File: config.mk
export PLATFORM = sky130hd
export DESIGN_NAME = fp_serial_mantissa_rounder
export DESIGN_NICKNAME = d
export VERILOG_FILES = /design/src/rtl/fp_serial_mantissa_rounder.sv
export SDC_FILE = /design/constraint.sdc
export NUM_CORES = 1
export LEC_CHECK = 0
export CAP_MARGIN = 15
export CORE_MARGIN = 10
export CORE_UTILIZATION = 25
export CTS_CLUSTER_DIAMETER = 100
export DETAILED_ROUTE_END_ITERATION = 8
export SLEW_MARGIN = 15
export SYNTH_ARGS = -nofsm -noshare
export SYNTH_HDL_FRONTEND = slang
export SYNTH_SLANG_ARGS = --single-unit
File: constraint.sdc
create_clock -name clk_i -period 2.41 [get_ports clk_i]
set_clock_uncertainty 0.05 [all_clocks]
set_input_delay 0.482 -clock clk_i [delete_from_list [all_inputs] [get_ports clk_i]]
set_output_delay 0.482 -clock clk_i [all_outputs]
set_load 0.005 [all_outputs]
File: src/rtl/fp_serial_mantissa_rounder.sv
// Serial mantissa capture and round-to-nearest-even stage.
// Takes an MSB-first frame of MANT_W mantissa bits followed by guard, round
// and sticky. It rounds the frame and presents a registered result with a
// one-cycle valid pulse. Latency from start to valid is MANT_W+4 cycles.
module fp_serial_mantissa_rounder #(
  parameter int unsigned MANT_W = 24
) (
  input  logic              clk_i,
  input  logic              rst_i,
  input  logic              start_i,
  input  logic              s_in_i,
  output logic              busy_o,
  output logic              valid_o,
  output logic [MANT_W-1:0] mant_out_o,
  output logic              carry_out_o,
  output logic              inexact_o
);

  localparam int unsigned FrameW = MANT_W + 3;
  localparam int unsigned CntW   = $clog2(FrameW + 1);

  typedef enum logic [1:0] {
    StIdle,
    StShift,
    StRound
  } state_e;

  state_e              state_q, state_d;
  logic [CntW-1:0]     cnt_q, cnt_d;
  logic [FrameW-1:0]   frame_q, frame_d;
  logic [MANT_W-1:0]   mant_q, mant_d;
  logic                carry_q, carry_d;
  logic                inexact_q, inexact_d;
  logic                valid_q, valid_d;

  // Rounding datapath, decoded from the complete frame register.
  logic [MANT_W-1:0]   frame_mant;
  logic                guard_bit, round_bit, sticky_bit;
  logic                round_up;
  logic [MANT_W:0]     round_sum;

  // Round-to-nearest-even: a tie (G=1, R=S=0) only rounds up when M is odd.
  always_comb begin
    frame_mant = frame_q[FrameW-1:3];
    guard_bit  = frame_q[2];
    round_bit  = frame_q[1];
    sticky_bit = frame_q[0];
    round_up   = guard_bit & (round_bit | sticky_bit | frame_mant[0]);
    round_sum  = {1'b0, frame_mant} + {{MANT_W{1'b0}}, round_up};
  end

  // Next-state logic for the frame FSM, the bit counter and the result registers.
  always_comb begin
    state_d   = state_q;
    cnt_d     = cnt_q;
    frame_d   = frame_q;
    mant_d    = mant_q;
    carry_d   = carry_q;
    inexact_d = inexact_q;
    valid_d   = 1'b0;

    unique case (state_q)
      StIdle: begin
        if (start_i) begin
          // After FrameW-1 further shifts this bit lands in the MSB.
          frame_d = {{(FrameW-1){1'b0}}, s_in_i};
          cnt_d   = CntW'(1);
          state_d = StShift;
        end
      end

      StShift: begin
        frame_d = {frame_q[FrameW-2:0], s_in_i};
        cnt_d   = cnt_q + CntW'(1);
        if (cnt_q == CntW'(FrameW - 1)) begin
          state_d = StRound;
        end
      end

      StRound: begin
        if (round_sum[MANT_W]) begin
          // Mantissa overflowed: renormalise to 1.000... and flag exponent +1.
          mant_d  = {1'b1, {(MANT_W-1){1'b0}}};
          carry_d = 1'b1;
        end else begin
          mant_d  = round_sum[MANT_W-1:0];
          carry_d = 1'b0;
        end
        inexact_d = guard_bit | round_bit | sticky_bit;
        valid_d   = 1'b1;
        cnt_d     = '0;
        state_d   = StIdle;
      end

      default: begin
        state_d = StIdle;
        cnt_d   = '0;
      end
    endcase
  end

  // State and result registers, all cleared by the asynchronous reset.
  always_ff @(posedge clk_i or posedge rst_i) begin
    if (rst_i) begin
      state_q   <= StIdle;
      cnt_q     <= '0;
      frame_q   <= '0;
      mant_q    <= '0;
      carry_q   <= 1'b0;
      inexact_q <= 1'b0;
      valid_q   <= 1'b0;
    end else begin
      state_q   <= state_d;
      cnt_q     <= cnt_d;
      frame_q   <= frame_d;
      mant_q    <= mant_d;
      carry_q   <= carry_d;
      inexact_q <= inexact_d;
      valid_q   <= valid_d;
    end
  end

  // Outputs come straight from registered state; no input-to-output path.
  always_comb begin
    busy_o      = (state_q != StIdle);
    valid_o     = valid_q;
    mant_out_o  = mant_q;
    carry_out_o = carry_q;
    inexact_o   = inexact_q;
  end

endmodule

==> results.py <==
metrics = {
    "global_routing": {
        "grt_pass1_vias": 2073,
        "overflow": 0,
        "grt_max_degree": 62,
        "track_usage_pct": 8.065,
        "grt_first_pass_wirelength_um": 10660,
        "antenna_found_initial": 0,
    },
    "timing": {
        "maxSlewHeadroom_pct": 73.39,
        "tns_ns": 0,
        "max_freq_mhz": 467.2,
        "slew_viol_final": 0,
        "rsz0062_at_grt": "false",
        "finalCritPeriodShare_pct": 88.81,
        "worstMarginPinSlew_ns": 0.3981,
        "hold_viol": 0,
        "setup_viol": 0,
        "setup_ws_ns": 0.2697,
        "min_period_ns": 2.140,
        "fin_hold_ws_ns": 0.4306,
    },
    "cts": {
        "cts_hold_buf": 0,
        "root_buffer": "clkbuf_8",
        "insertion_delay_ns": 0.33,
        "cts.sinks": 61,
        "post_cts_buffers": 0,
        "clk_pin_slew_worst_paths_ns": 0.06,
        "clockBufferDepth": 2,
        "cts_made_buffers": 9,
        "htreeDepth": 3,
        "ctsResizeCount": 0,
        "tritoncts": "done",
    },
    "power": {
        "power_mw": 3.473,
        "vdd_drop_max_mv": 0.2700,
        "p_leak_nw": 1.415,
        "powerDensity_nw_per_um2": 1025,
    },
    "floorplanning": {
        "start_util_pct": 25.45,
        "die_y_um": 124.8,
        "rows": 38,
        "die_w_um": 124.8,
        "dieArea_sq_um": 15580,
        "num_io_pins": 32,
        "core_area_sq_um": 10790,
    },
    "yosys": {
        "yosys.cell_count.top_type": "dfrtp_1",
        "synth_async_sr_flop_share_pct": 100.0,
        "synthCells": 267,
        "yosysTopAreaCellShare_pct": 55.58,
        "yosysSeqAreaShare_pct": 55.58,
        "synthTopCellsByCount": "dfrtp_1, nand2_1, o21ai_0, a22o_1, nor2_1",
        "netlist_area_sq_um": 2746,
        "syn-num-nets": 273,
        "syn_avg_cell_area_sq_um": 10.29,
        "yosysTopAreaCell": "dfrtp_1",
        "synth.ff_latch_count": 61,
        "yosysWarnings": 0,
        "netlist_top_cells_area": "dfrtp_1, a22o_1, o21ai_0",
        "synth_enable_flop_cells": 0,
        "synth_cell_types": 39,
        "synth_ff_type": "dfrtp_1",
    },
    "place": {
        "gp_congestion": 0.7976,
        "dp_worst_setup_slack_ns": 0.3672,
        "dpl.hpwl_um": 4221,
        "dp.cells": 427,
        "port_buffers": 31,
    },
    "cells_and_area": {
        "synthToLayoutAreaGrowth_pct": 23.37,
        "final_layout_size_suffix_gt1_share_pct": 9.603,
        "fin_cells": 442,
        "nets": 304,
        "diodes": 0,
    },
    "worst_setup_path": {
        "cp-end-kind": "output pin",
        "startpoint_type": "register",
        "slowest_stage": "dfrtp_1",
        "r2r_end": "mant_out_o[22]",
        "worstRegToRegCells": 4,
        "max_stage_delay_ns": 0.48,
        "path_cells": "or2_2, clkdlybuf4s50_1",
        "cp-endpoint": "busy_o",
        "critPathKind": "reg -> out",
        "startpoint": "state_q[0]",
        "r2r_start": "frame_q[6]",
        "cp_max_fo": 10,
        "ff2ff_setup_slack_ns": 0.36,
        "arrival_ns": 1.61,
        "cp_data_required_time_ns": 1.88,
    },
    "worst_hold_path": {
        "hold_class": "reg -> reg",
    },
    "detailed_routing": {
        "wl_per_cell_um": 13.98,
        "drc": 0,
        "vias": 2105,
        "wirelength_um": 6177,
        "drt-initial-drc-count": 158,
        "ant_nets": 0,
        "via_per_inst": 4.762,
        "dr.pass1.iters": 4,
    },
    "run_status": {
        "outcome": "completed",
    },
    "run": {
        "drv_cap": 0,
    },
}
worst max-delay path: cells and delay by family (launching register included):
kind          cells  cell delay [ns]
buf+inv           1             0.45
flops             1             0.48
simple gates      1             0.34
metal layers:
metal / up-vias / GRT usage (%) / share of wire, %
met5: - / 0 / 0
met4: 0 / 3.726 / 1.5
met3: 7 / 2.723 / 5.8
met2: 38 / 11.88 / 46
met1: 1038 / 10.37 / 47
li1: 1022 / - / -
state kept, by name, summed over array words and instances, names as in the netlist:
name / count
frame_q: 27
mant_out_o: 24
cnt_q: 5
state_q: 2
carry_out_o: 1
inexact_o: 1
valid_o: 1
how the worst min path moves through the flow:
stage | startpoint | to | slack (ns) | cells past startpoint
5_1_grt | mant_out_o[13] | mant_out_o[13] | 0.46 | 2
3_5_place_dp | mant_out_o[11] | mant_out_o[11] | 0.42 | 2
2_1_floorplan | cnt_q[3] | cnt_q[3] | 0.42 | 1
6_report | mant_out_o[14] | mant_out_o[14] | 0.43 | 2
3_3_place_gp | carry_out_o | carry_out_o | 0.41 | 1
4_1_cts | mant_out_o[11] | mant_out_o[11] | 0.43 | 2
power by group:
part | total [mW] | switching [mW] | internal [mW]
sequential | 1.78 | 0.433 | 1.35
combinational | 0.917 | 0.404 | 0.513
clock | 0.778 | 0.385 | 0.394
per-stage QoR:
stage / util, % / cell area [sq um]
floorplan: - / 2746
global placement: 29.92 / 3229
detailed placement: 29.92 / 3229
CTS: 31.39 / 3388
global route: 31.39 / 3388
finish: 31.39 / 3388
cell usage in the layout (no fill, tap or decap), types with 9 or more instances in the layout:
cell,n
o21ai_0,28
clkbuf_8,10
clkdlybuf4s50_1,31
nand3_1,9
xor2_1,10
a22o_1,21
dfrtp_1,61
nor2_1,14
nand2_1,30
a31oi_1,10
logic make-up after synthesis:
group | count (synthesis) | synth area share [%]
adders and majority gates | 2 | 0.9110
AOI/OAI and AO/OA | 72 | 17.59
buffers and inverters | 27 | 4.100
DFF | 61 | 55.58
muxes | 1 | 0.4100
xor gates and xnor gates | 14 | 4.464
and+or+nand+nor | 90 | 16.95
layout make-up:
class / instances / area [sq um]
fillers: 1097 / 7405
repair buffers: 40 / 390.4
flip-flops and latches: 61 / 1526
multi-input cells: 179 / 1111
inverters: 7 / 26.28
well taps: 140 / 175.2
clock inverters: 2 / 10.01
clock buffers: 13 / 148.9
Power figures use the tool's default switching activity.
==> variant (same settings) <==
Set the parameter `MANT_W` to 28 (it was 24).
--- a/src/rtl/fp_serial_mantissa_rounder.sv
+++ b/src/rtl/fp_serial_mantissa_rounder.sv
@@ -4,5 +4,5 @@
 // one-cycle valid pulse. Latency from start to valid is MANT_W+4 cycles.
 module fp_serial_mantissa_rounder #(
-  parameter int unsigned MANT_W = 24
+  parameter int unsigned MANT_W = 28
 ) (
   input  logic              clk_i,
Ports: changed (resized mant_out_o); port bits go from 32 to 36. No check against the original RTL was run, so the function may have changed too.
==> variant against the original RTL <==
Worst setup slack improved by 0.060 ns. Wire length is 4.7% higher. Sequential share of layout area decreased by 0.49 points. Final cell count is 6.8% higher. Highest routed layer unchanged. Via count increased by 3.3%. Total power is 18% higher. Cell area increased by 14%. Synthesized area is 11% higher. Synthesized cell count is 7.9% higher. Sequential cell count grew 8.
==> variant: results (changes against the original RTL) <==
[logic_synthesis]
synthDistinctLibCells=34  ; -13%
seq_area_frac_synth=0.566  ; +0.00977
syn-num-nets=294  ; +7.7%
ys_top_cells_by_area=dfrtp_1, a22o_1, nand2_1
synth_commonest_cells=dfrtp_1, nand2_1, o21ai_0
postSynthAreaPerCell_um2=10.6  ; +3.1%
async_flop_share=1.00  ; unchanged
yosysWarnings=0  ; unchanged

[route]
drtPass1Iterations=4  ; unchanged
drt_iter0_drc=106  ; -33%
wl_per_cell_um=13.7  ; -1.9%
final_antenna_net_count=0  ; unchanged
vias=2175  ; +3.3%

[cts]
insertion_delay_ns=0.33  ; about the same
clk_path_buf_depth=2  ; unchanged
cts.reportedPaths.clkPinSlew_ns=0.05
cts_resized=0  ; unchanged
cts_buffers=9  ; unchanged
cts_setup_buffers=0  ; unchanged
root_buffer=clkbuf_16
htree_levels=3  ; unchanged

[placement]
post-dp-hpwl_um=4390  ; +4.0%
routabilityCongestion=0.787  ; -1.3%
placed_cells=458  ; +7.3%
portBuffers=35  ; +13%

[cells_and_area]
layout.nets=328  ; +7.9%
fillCellCount=1216  ; +11%
diodes=0  ; unchanged
largest-register=frame_q
drive_gt1_frac=0.102  ; +0.00551
final_cells=472  ; +6.8%
largest_register_ffs=31  ; +15%

[grt]
grt_usage=0.0781  ; -0.00260
grt_pass1_wl_um=10500  ; -1.6%
grt_max_degree=70  ; +13%
antenna_found_initial=0  ; unchanged

[critical_path]
arrival_ns=1.55  ; -0.06 ns
cp_max_fo=8  ; -2

[status]
status=completed

[power_and_ir_drop]
ir_drop_mv=0.451  ; +67%
p_leak_nw=1.64  ; +16%
internal_power_mw=2.81  ; +25%

[timing]
relSlewSlack=0.680  ; -0.0536

[worst_hold_path]
hold_class=flip-flop to flip-flop

[variant: cell count changes after synthesis, moves of 5 or more]
cell	before	now
or4_1	6	0
nand2_1	30	39
xnor2_1	4	9
a31oi_1	10	2
xor2_1	10	16
dfrtp_1	61	69
a22o_1	21	28
[variant: final timing paths]
kind                                        to          start  slack [ns]  cells after the start
max in group asynchronous       mant_out_o[24]          rst_i        1.51                      3
min in group asynchronous        mant_out_o[1]          rst_i        0.50                      3
worst max-delay path                    busy_o     state_q[0]        0.33                      2
worst min-delay path             mant_out_o[6]  mant_out_o[6]        0.42                      2
worst min register to register   mant_out_o[6]  mant_out_o[6]        0.42                      2
worst max register to register  mant_out_o[26]     frame_q[2]        0.46                      5
[variant: worst max-delay path: stages (launching register included)]
cell             delay [ns]
dfrtp_1                0.44
or2_2                  0.33
clkdlybuf4s50_1        0.45
[variant: cell families after synthesis]
| logic type | count (synthesis) | share of synthesized area |
|---|---|---|
| simple gates | 95 | 0.159 |
| compound gates | 72 | 0.159 |
| flops | 69 | 0.566 |
| xor+xnor | 25 | 0.0717 |
| buf+inv | 23 | 0.0291 |
| mux | 2 | 0.00697 |
| fa+ha+maj | 2 | 0.00820 |
[variant: stage by stage]
stage	worst slack [ns]	cell area, um^2
4_1_cts	0.304	3870
3_3_place_gp	0.382	3590
5_1_grt	0.279	3870
3_5_place_dp	0.338	3590
6_report	0.330	3870
2_1_floorplan	0.138	3050
[variant: power by group through the flow]
stage	Combinational, mW	Sequential (mW)	Clock, mW
after global routing	1.05	2.01	1.32
after global placement	0.908	1.94	0
after detailed placement	0.943	1.96	0
after CTS	0.951	1.95	1.28
final	0.923	1.95	1.24
after floorplan	0.732	1.82	0
[variant: per-layer routing]
metal,part of all wire,global-route usage
met3,0.085,0.0322
met4,0.022,0.0399
met1,0.43,0.0900
met2,0.46,0.122
met5,0,0
[variant: layout make-up]
type	instances	area, um^2	share of cell area
Sequential cell	69	1730	0.446
Multi-Input combinational cell	196	1240	0.320
Timing Repair Buffer	41	420	0.108
Clock buffer	13	280	0.0723
Tap cell	147	184	0.0475
Inverter	5	18.8	0.00484
Clock inverter	1	5.00	0.00129
